<file path="src/rtl/pipe_hold_ctrl_pkg.sv">
// Shared constants and helpers for the pipeline hold controller.
// The STALL_PERF_CNT_EN build option uses sat_inc for its stall counter.
package pipe_hold_ctrl_pkg;

  localparam int          DATA_W    = 32;
  localparam logic [31:0] NOP_INSTR = 32'h0000_0000;
  localparam logic [31:0] PC_INIT   = 32'h0000_3000;
  localparam logic [31:0] CNT_MAX   = 32'hFFFF_FFFF;

  function automatic logic [31:0] sat_inc(input logic [31:0] value);
    return (value == CNT_MAX) ? value : value + 32'd1;
  endfunction

endpackage

</file>
<file path="src/rtl/pipe_hold_ctrl_pipe_reg.sv">
// Width-parameterised pipeline register with an asynchronous active-low reset.
// It holds its value when en is low, and clr forces zero with priority over en.
module pipe_reg #(
  parameter int           W       = 32,
  parameter logic [W-1:0] RST_VAL = '0
) (
  input  logic         clk,
  input  logic         reset,
  input  logic         en,
  input  logic         clr,
  input  logic [W-1:0] d,
  output logic [W-1:0] q
);

  always_ff @(posedge clk or negedge reset) begin
    if (!reset)
      q <= RST_VAL;
    else if (clr)
      q <= '0;
    else if (en)
      q <= d;
  end

endmodule

</file>
<file path="src/rtl/pipe_hold_ctrl.sv">
// Owns the PC, F/D and D/E registers: a stall freezes PC and F/D and sends a NOP bubble into E.
// The optional STALL_PERF_CNT_EN build adds a saturating count of stall cycles on stall_cnt.
module pipe_hold_ctrl
  import pipe_hold_ctrl_pkg::*;
#(
  parameter int            DW       = DATA_W,
  parameter logic [DW-1:0] PC_RESET = PC_INIT
) (
  input  logic          clk,
  input  logic          reset,
  input  logic          stall,
  input  logic [DW-1:0] F_NPC,
  input  logic [DW-1:0] F_Instr,
  input  logic [DW-1:0] D_RS_val,
  input  logic [DW-1:0] D_RT_val,
  input  logic [DW-1:0] D_EXT,
  output logic [DW-1:0] F_PC,
  output logic [DW-1:0] D_PC,
  output logic [DW-1:0] D_Instr,
  output logic [DW-1:0] E_PC,
  output logic [DW-1:0] E_Instr,
  output logic [DW-1:0] E_RS_val,
  output logic [DW-1:0] E_RT_val,
  output logic [DW-1:0] E_EXT,
  output logic [31:0]   stall_cnt
);

  logic [2*DW-1:0] fd_q;
  logic [4*DW-1:0] de_q;

  pipe_reg #(.W(DW), .RST_VAL(PC_RESET)) u_pc (
    .clk   (clk),
    .reset (reset),
    .en    (~stall),
    .clr   (1'b0),
    .d     (F_NPC),
    .q     (F_PC)
  );

  pipe_reg #(.W(2*DW), .RST_VAL('0)) u_fd (
    .clk   (clk),
    .reset (reset),
    .en    (~stall),
    .clr   (1'b0),
    .d     ({F_PC, F_Instr}),
    .q     (fd_q)
  );

  assign {D_PC, D_Instr} = fd_q;

  // Clearing this register is the bubble: an all-zero instruction is sll $0,$0,0.
  pipe_reg #(.W(4*DW), .RST_VAL('0)) u_de (
    .clk   (clk),
    .reset (reset),
    .en    (1'b1),
    .clr   (stall),
    .d     ({D_Instr, D_RS_val, D_RT_val, D_EXT}),
    .q     (de_q)
  );

  assign {E_Instr, E_RS_val, E_RT_val, E_EXT} = de_q;

  // The bubble keeps the stalled instruction's PC, so E_PC is never cleared.
  pipe_reg #(.W(DW), .RST_VAL('0)) u_de_pc (
    .clk   (clk),
    .reset (reset),
    .en    (1'b1),
    .clr   (1'b0),
    .d     (D_PC),
    .q     (E_PC)
  );

`ifdef STALL_PERF_CNT_EN
  logic [31:0] cnt_q;

  always_ff @(posedge clk or negedge reset) begin
    if (!reset)
      cnt_q <= '0;
    else if (stall)
      cnt_q <= sat_inc(cnt_q);
  end

  assign stall_cnt = cnt_q;
`else
  assign stall_cnt = 32'd0;
`endif

endmodule

</file>
<file path="config.mk">
export PLATFORM = sky130hd
export DESIGN_NAME = pipe_hold_ctrl
export DESIGN_NICKNAME = d
export VERILOG_FILES = /design/src/rtl/pipe_hold_ctrl_pkg.sv /design/src/rtl/pipe_hold_ctrl_pipe_reg.sv /design/src/rtl/pipe_hold_ctrl.sv
export SDC_FILE = /design/constraint.sdc
export NUM_CORES = 1
export LEC_CHECK = 0
export ABC_CLOCK_PERIOD_IN_PS = 800
export CORE_AREA = 2 2 178 180
export CTS_BUF_LIST = sky130_fd_sc_hd__clkbuf_8
export CTS_CLUSTER_SIZE = 25
export DETAILED_ROUTE_END_ITERATION = 10
export DIE_AREA = 0 0 180 182
export GPL_TIMING_DRIVEN = 0
export HOLD_SLACK_MARGIN = 0.1
export PLACE_DENSITY = 0.65
export SETUP_SLACK_MARGIN = 0.4
export SLEW_MARGIN = 20
export SYNTH_ARGS = -nofsm -noshare
export SYNTH_HDL_FRONTEND = slang
export SYNTH_SLANG_ARGS = --single-unit
</file>
<file path="constraint.sdc">
create_clock -name clk -period 0.8 [get_ports clk]
set_clock_uncertainty 0.05 [all_clocks]
set_input_delay 0.12 -clock clk [delete_from_list [all_inputs] [get_ports clk]]
set_output_delay 0.12 -clock clk [all_outputs]
set_load 0.01 [all_outputs]
</file>
==> results.yml, run 1 <==
worst_setup_path:
  crit_path_end_kind: "output port"
  crit_buf_inv: 1
  crit_cells: 1
  worstPathRequired_ns: 0.63
  cpPeakStageDelay_ns: 0.54
  critPathSlowestCell: "dfstp_2"
  rr_worst_depth: 3
  path_delay_family: "flip-flops"
  start_kind: "register"
  critPathKind: "register to output port"
  critical_path_peak_fanout: 3
  cp_cell_sequence: "buf_6"
  worstPathArrival_ns: 1.19
yosys:
  netlist_top_cells_area: "dfrtp_1, nor2b_1, mux2_2"
  synth_top_cell_area_share_pct: 71.8
  avgSynthCellArea_sq_um: 16.4
  synth_area_sq_um: 8850
  yosys.area.top_type: "dfrtp_1"
  postSynthCellCount: 538
  yosysWarnings: 0
  ys_seq_area_share_pct: 72.4
  synth_cell_types: 9
  ys_ff_latch: 256
route:
  drtIter0Drc: 197
  ant_nets: 0
  via_count: 6338
  drcViolationCount: 0
  drt_wl_total_um: 28000
  first_pass_iters: 4
  wl_per_cell_um: 17.7
  viasPerCell: 4.00
clock_network:
  cts_buffer_depth: 3
  cts_max_level: 2
  clkLatencyLatePin_ns: 0.55
  cts_inserted_buffers: 45
  cts.clk_slew.worst_paths_ns: 0.06
  root_buffer: "clkbuf_8"
  cts_tree: "done"
  clock_sinks: 256
placement:
  placed_area_sq_um: 13700
  port_buffers: 417
  place_congestion: 0.787
  placed_cells_incl_taps: 1390
  dpl.hpwl_um: 18600
sta:
  fin_ws_ns: -0.563
  slew_violations: 0
  setup_viol: 367
  hold_viol: 254
  layout_min_cycle_time_ns: 1.36
  hold_ws_ns: -0.522
  timing.final.crit_share_pct: 170
  max_freq_mhz: 734
  rsz0062_at_grt: "true"
cells_and_area:
  layout_common_cells: "dfrtp_1, buf_6, clkdlybuf4s50_1"
  stdcell_count: 1586
  stdcell_area_sq_um: 15700
  fillCellCount: 2712
  syn2layout_area_growth_pct: 77.7
  drive_gt1_share_pct: 51.9
  final_nets: 1310
  mostFrequentLayoutCell: "dfrtp_1"
floorplan:
  core_sq_um: 31000
  ios: 451
  die_h_um: 182
  start_util_pct: 28.6
  dieArea_sq_um: 32800
  die_w_um: 180
  placementRows: 65
global_route:
  track_usage_pct: 15.7
  antenna_found_initial: 4
  grt_max_degree: 93
  grt_pass1_vias: 6592
  grt_pass1_wl_um: 39400
  overflow: 0
power_and_ir_drop:
  p_leak_nw: 7.85
  ir_drop_mv: 1.27
  total_power_mw: 34.4
  p_per_area_nw_per_um2: 2190
run:
  maxCapViolations: 0
outcome:
  violations: "negative hold slack, negative setup slack"
  outcome: "finished, violations left"
min_path:
  hp-class: "primary input to asynchronous set/reset pin"
[metal layers]
metal / vias up / part of all wire [%] / GRT usage [%]
met5: - / 0 / 0
met4: 0 / 3.2 / 6.31
met3: 61 / 7.7 / 5.11
met2: 280 / 50 / 27.0
met1: 3089 / 39 / 18.0
li1: 2908 / - / -
[sequential cells by signal, summed over array words and instances (netlist names)]
signal     flops
u_de_pc.q     32
u_de.q       128
u_pc.q        32
u_fd.q        64
[per-stage QoR]
stage | utilization (%) | TNS [ns] | setup WS [ns]
5_1_grt | 50.7 | -142.16 | -0.611
2_1_floorplan | - | -12.83 | -0.159
3_5_place_dp | 44.3 | -169.07 | -0.465
4_1_cts | 47.3 | -130.75 | -0.614
6_report | 50.7 | -124.72 | -0.563
3_3_place_gp | 44.1 | -3090.27 | -11.70
[synth_stat cells]
| cell type | count |
|---|---|
| buf_4 | 32 |
| buf_6 | 6 |
| dfstp_2 | 2 |
| mux2_4 | 40 |
| conb_1 | 1 |
| mux2_2 | 56 |
| nor2b_1 | 128 |
| buf_2 | 19 |
| dfrtp_1 | 254 |
[cells by family (layout without fill, tap and decap cells)]
kind of cell	Yosys count	in the layout	share of synthesized area (%)
buf+inv	57	670	4.55
flops	256	256	72.4
mux	96	96	13.9
other cells	1	34	0.0424
simple gates	128	128	9.05
[worst paths after layout]
kind	start	endpoint	slack, ns
worst max register to register	u_fd.q[42]	u_fd.q[42]	-0.28
min in group clk	stall	u_pc.q[1]	0.05
worst max-delay path	u_pc.q[12]	F_PC[12]	-0.56
worst min-delay path	reset	u_de.q[88]	-0.52
worst min register to register	u_fd.q[50]	u_de_pc.q[18]	0.37
max in group asynchronous	reset	u_de.q[113]	0.56
[where the power goes]
| part | internal [mW] | total, mW | switching, mW |
|---|---|---|---|
| clock network | 6.71 | 12.2 | 5.49 |
| registers | 14.1 | 14.9 | 0.730 |
| logic | 4.63 | 7.29 | 2.66 |
| total | 25.5 | 34.4 | 8.88 |
[area by class of cell]
| cell class | count | area [sq um] | share of cell area (%) |
|---|---|---|---|
| diodes | 2 | 5.00 | 0.0318 |
| plain buffers | 57 | 449 | 2.86 |
| clock buffers | 53 | 729 | 4.64 |
| clock inverters | 29 | 186 | 1.19 |
| multi-input cells | 256 | 2440 | 15.5 |
| flip-flops and latches | 256 | 6410 | 40.8 |
| well taps | 402 | 503 | 3.20 |
| repair buffers | 531 | 5000 | 31.8 |
[worst reg2reg max path: cells and delay by family (launching register included)]
| kind | cells | cell delay [ns] |
|---|---|---|
| buffers and inverters | 2 | 0.24 |
| flip-flops | 1 | 0.43 |
| multiplexers | 1 | 0.24 |
[timing repair]
action | CTS | global route
setup buffers | 73 | 37
gates cloned | 0 | 2
endpoints found under the hold margin | 367 | 349
gates resized for setup | 1187 | 170
endpoints found under the setup margin | 626 | 627
No activity file was read; power rests on OpenSTA's default activity.
==> run 2, diff against run 1 <==
--- a/config.mk
+++ b/config.mk
@@ -15,7 +15,7 @@
 export HOLD_SLACK_MARGIN = 0.1
 export PLACE_DENSITY = 0.65
 export SETUP_SLACK_MARGIN = 0.4
-export SLEW_MARGIN = 20
+export SLEW_MARGIN = 10
 export SYNTH_ARGS = -nofsm -noshare
 export SYNTH_HDL_FRONTEND = slang
 export SYNTH_SLANG_ARGS = --single-unit
==> run 2 against run 1 <==
The flow still finishes with violations (negative hold slack, negative setup slack); fmax grew 0.89%; total power grew 2.8%; sequential cell count unchanged; cell area up 0.68%; worst setup slack improved by 0.012 ns; sequential share of layout area fell by 0.27 points; critical endpoint is now F_PC[13]; hold slack worse by 0.032 ns.
==> results.yml, run 2 (same netlist as run 1, synthesis figures left out) <==
route:
  drcViolationCount: 0
  via_count: 6333
  wl_per_cell_um: 17.7
  drtIter0Drc: 166
  first_pass_iters: 4
  ant_nets: 0
  drt_wl_total_um: 28200
  viasPerCell: 3.98
sta:
  slew_violations: 0
  rsz0062_at_grt: "true"
  setup_tns_ns: -123.24
  hold_ws_ns: -0.555
  timing.final.crit_share_pct: 169
  hold_viol: 254
  max_freq_mhz: 740
  setup_viol: 370
  layout_min_cycle_time_ns: 1.35
  fin_ws_ns: -0.551
cells_and_area:
  layout_common_cells: "dfrtp_1, buf_6, clkdlybuf4s50_1"
  largest_register_ffs: 128
  syn2layout_area_growth_pct: 78.9
  mostFrequentLayoutCell: "dfrtp_1"
  final_nets: 1319
  reg_top3: "u_de.q: 128 flops, u_fd.q: 64 flops"
  drive_gt1_share_pct: 51.5
  regMostFlops: "u_de.q"
  final_core_util_pct: 51.1
worst_setup_path:
  start_kind: "register"
  critPathSlowestCell: "dfstp_2"
  r2r_setup_slack_ns: -0.27
  path_delay_family: "flip-flops"
  worstPathRequired_ns: 0.63
  critPathKind: "register to output port"
  cpPeakStageDelay_ns: 0.55
  crit_buf_inv: 1
  worstPathArrival_ns: 1.18
  critical_path_peak_fanout: 2
  cp_cell_sequence: "buf_6"
  crit_path_end_kind: "output port"
floorplan:
  start_util_pct: 28.6
  dieArea_sq_um: 32800
  die_w_um: 180
  die_h_um: 182
  placementRows: 65
  ios: 451
  core_sq_um: 31000
clock_network:
  cts_max_level: 2
  clock_sinks: 256
  root_buffer: "clkbuf_8"
  cts_tree: "done"
  cts_inserted_buffers: 46
  clkLatencyLatePin_ns: 0.53
  cts.clk_slew.worst_paths_ns: 0.05
  cts_buffer_depth: 3
global_route:
  track_usage_pct: 15.9
  grt_pass1_wl_um: 39900
  overflow: 0
  antenna_found_initial: 2
  grt_pass1_vias: 6672
  grt_max_degree: 111
placement:
  dpl.hpwl_um: 18600
  place_congestion: 0.787
  port_buffers: 417
power_and_ir_drop:
  p_per_area_nw_per_um2: 2230
  ir_drop_mv: 2.06
  p_leak_nw: 7.87
min_path:
  hp-class: "primary input to asynchronous set/reset pin"
outcome:
  violations: "negative hold slack, negative setup slack"
  outcome: "finished, violations left"
run:
  maxCapViolations: 0
==> run 2: cell type report <==
type	count	area [sq um]
Fill cell	2714	15200
Sequential cell	256	6410
Timing Repair Buffer	539	5130
Multi-Input combinational cell	256	2350
Clock buffer	57	785
Tap cell	402	503
Buffer	57	447
Clock inverter	23	200
Antenna cell	2	5.00
==> run 2: path summary, 6_finish.rpt <==
kind                       startpoint             to  cells past startpoint
min reg2reg                u_fd.q[47]  u_de_pc.q[15]                      0
max                        u_pc.q[13]       F_PC[13]                      1
min                             reset     u_de.q[70]                      1
min in group clk                stall      u_pc.q[1]                      3
max in group asynchronous       reset     u_pc.q[12]                      2
max reg2reg                u_fd.q[42]     u_fd.q[42]                      3
==> run 2: through the flow <==
stage / worst slack, ns / cell area (sq um) / cells / power (mW) / hold slack [ns]
floorplan: -0.159 / 9000 / 569 / 16.9 / -0.226
global placement: -11.70 / 13700 / 1388 / 20.8 / 0.329
detailed placement: -0.466 / 13700 / 1390 / 20.9 / 0.0601
CTS: -0.600 / 14800 / 1548 / 34.6 / -0.543
global route: -0.608 / 15800 / 1590 / 36.9 / -0.569
finish: -0.551 / 15800 / 1592 / 35.3 / -0.555
==> run 2: report_power, final <==
part           internal [mW]  leakage [nW]  switching [mW]
logic                   4.68          4.17            2.67
registers               14.1          3.15           0.728
clock network           7.68         0.557            5.43
==> run 2: per-layer routing <==
layer	GRT usage [%]	part of all wire, %
met1	17.9	38
met2	28.3	52
met3	5.15	7.9
met4	5.17	2.4
met5	0	0
==> run 2: timing repair <==
action                     in CTS  in global routing
hold endpoints to repair      357                346
setup endpoints to repair     619                645
gates cloned                    0                  2
gates resized for setup      1191                161
buffers inserted               78                 40
==> run 3, diff against run 2 <==
--- a/config.mk
+++ b/config.mk
@@ -5,7 +5,6 @@
 export SDC_FILE = /design/constraint.sdc
 export NUM_CORES = 1
 export LEC_CHECK = 0
-export ABC_CLOCK_PERIOD_IN_PS = 800
 export CORE_AREA = 2 2 178 180
 export CTS_BUF_LIST = sky130_fd_sc_hd__clkbuf_8
 export CTS_CLUSTER_SIZE = 25
==> results of run 3 <==
No change in the layout: final DEF, timing and power equal those of run 2.
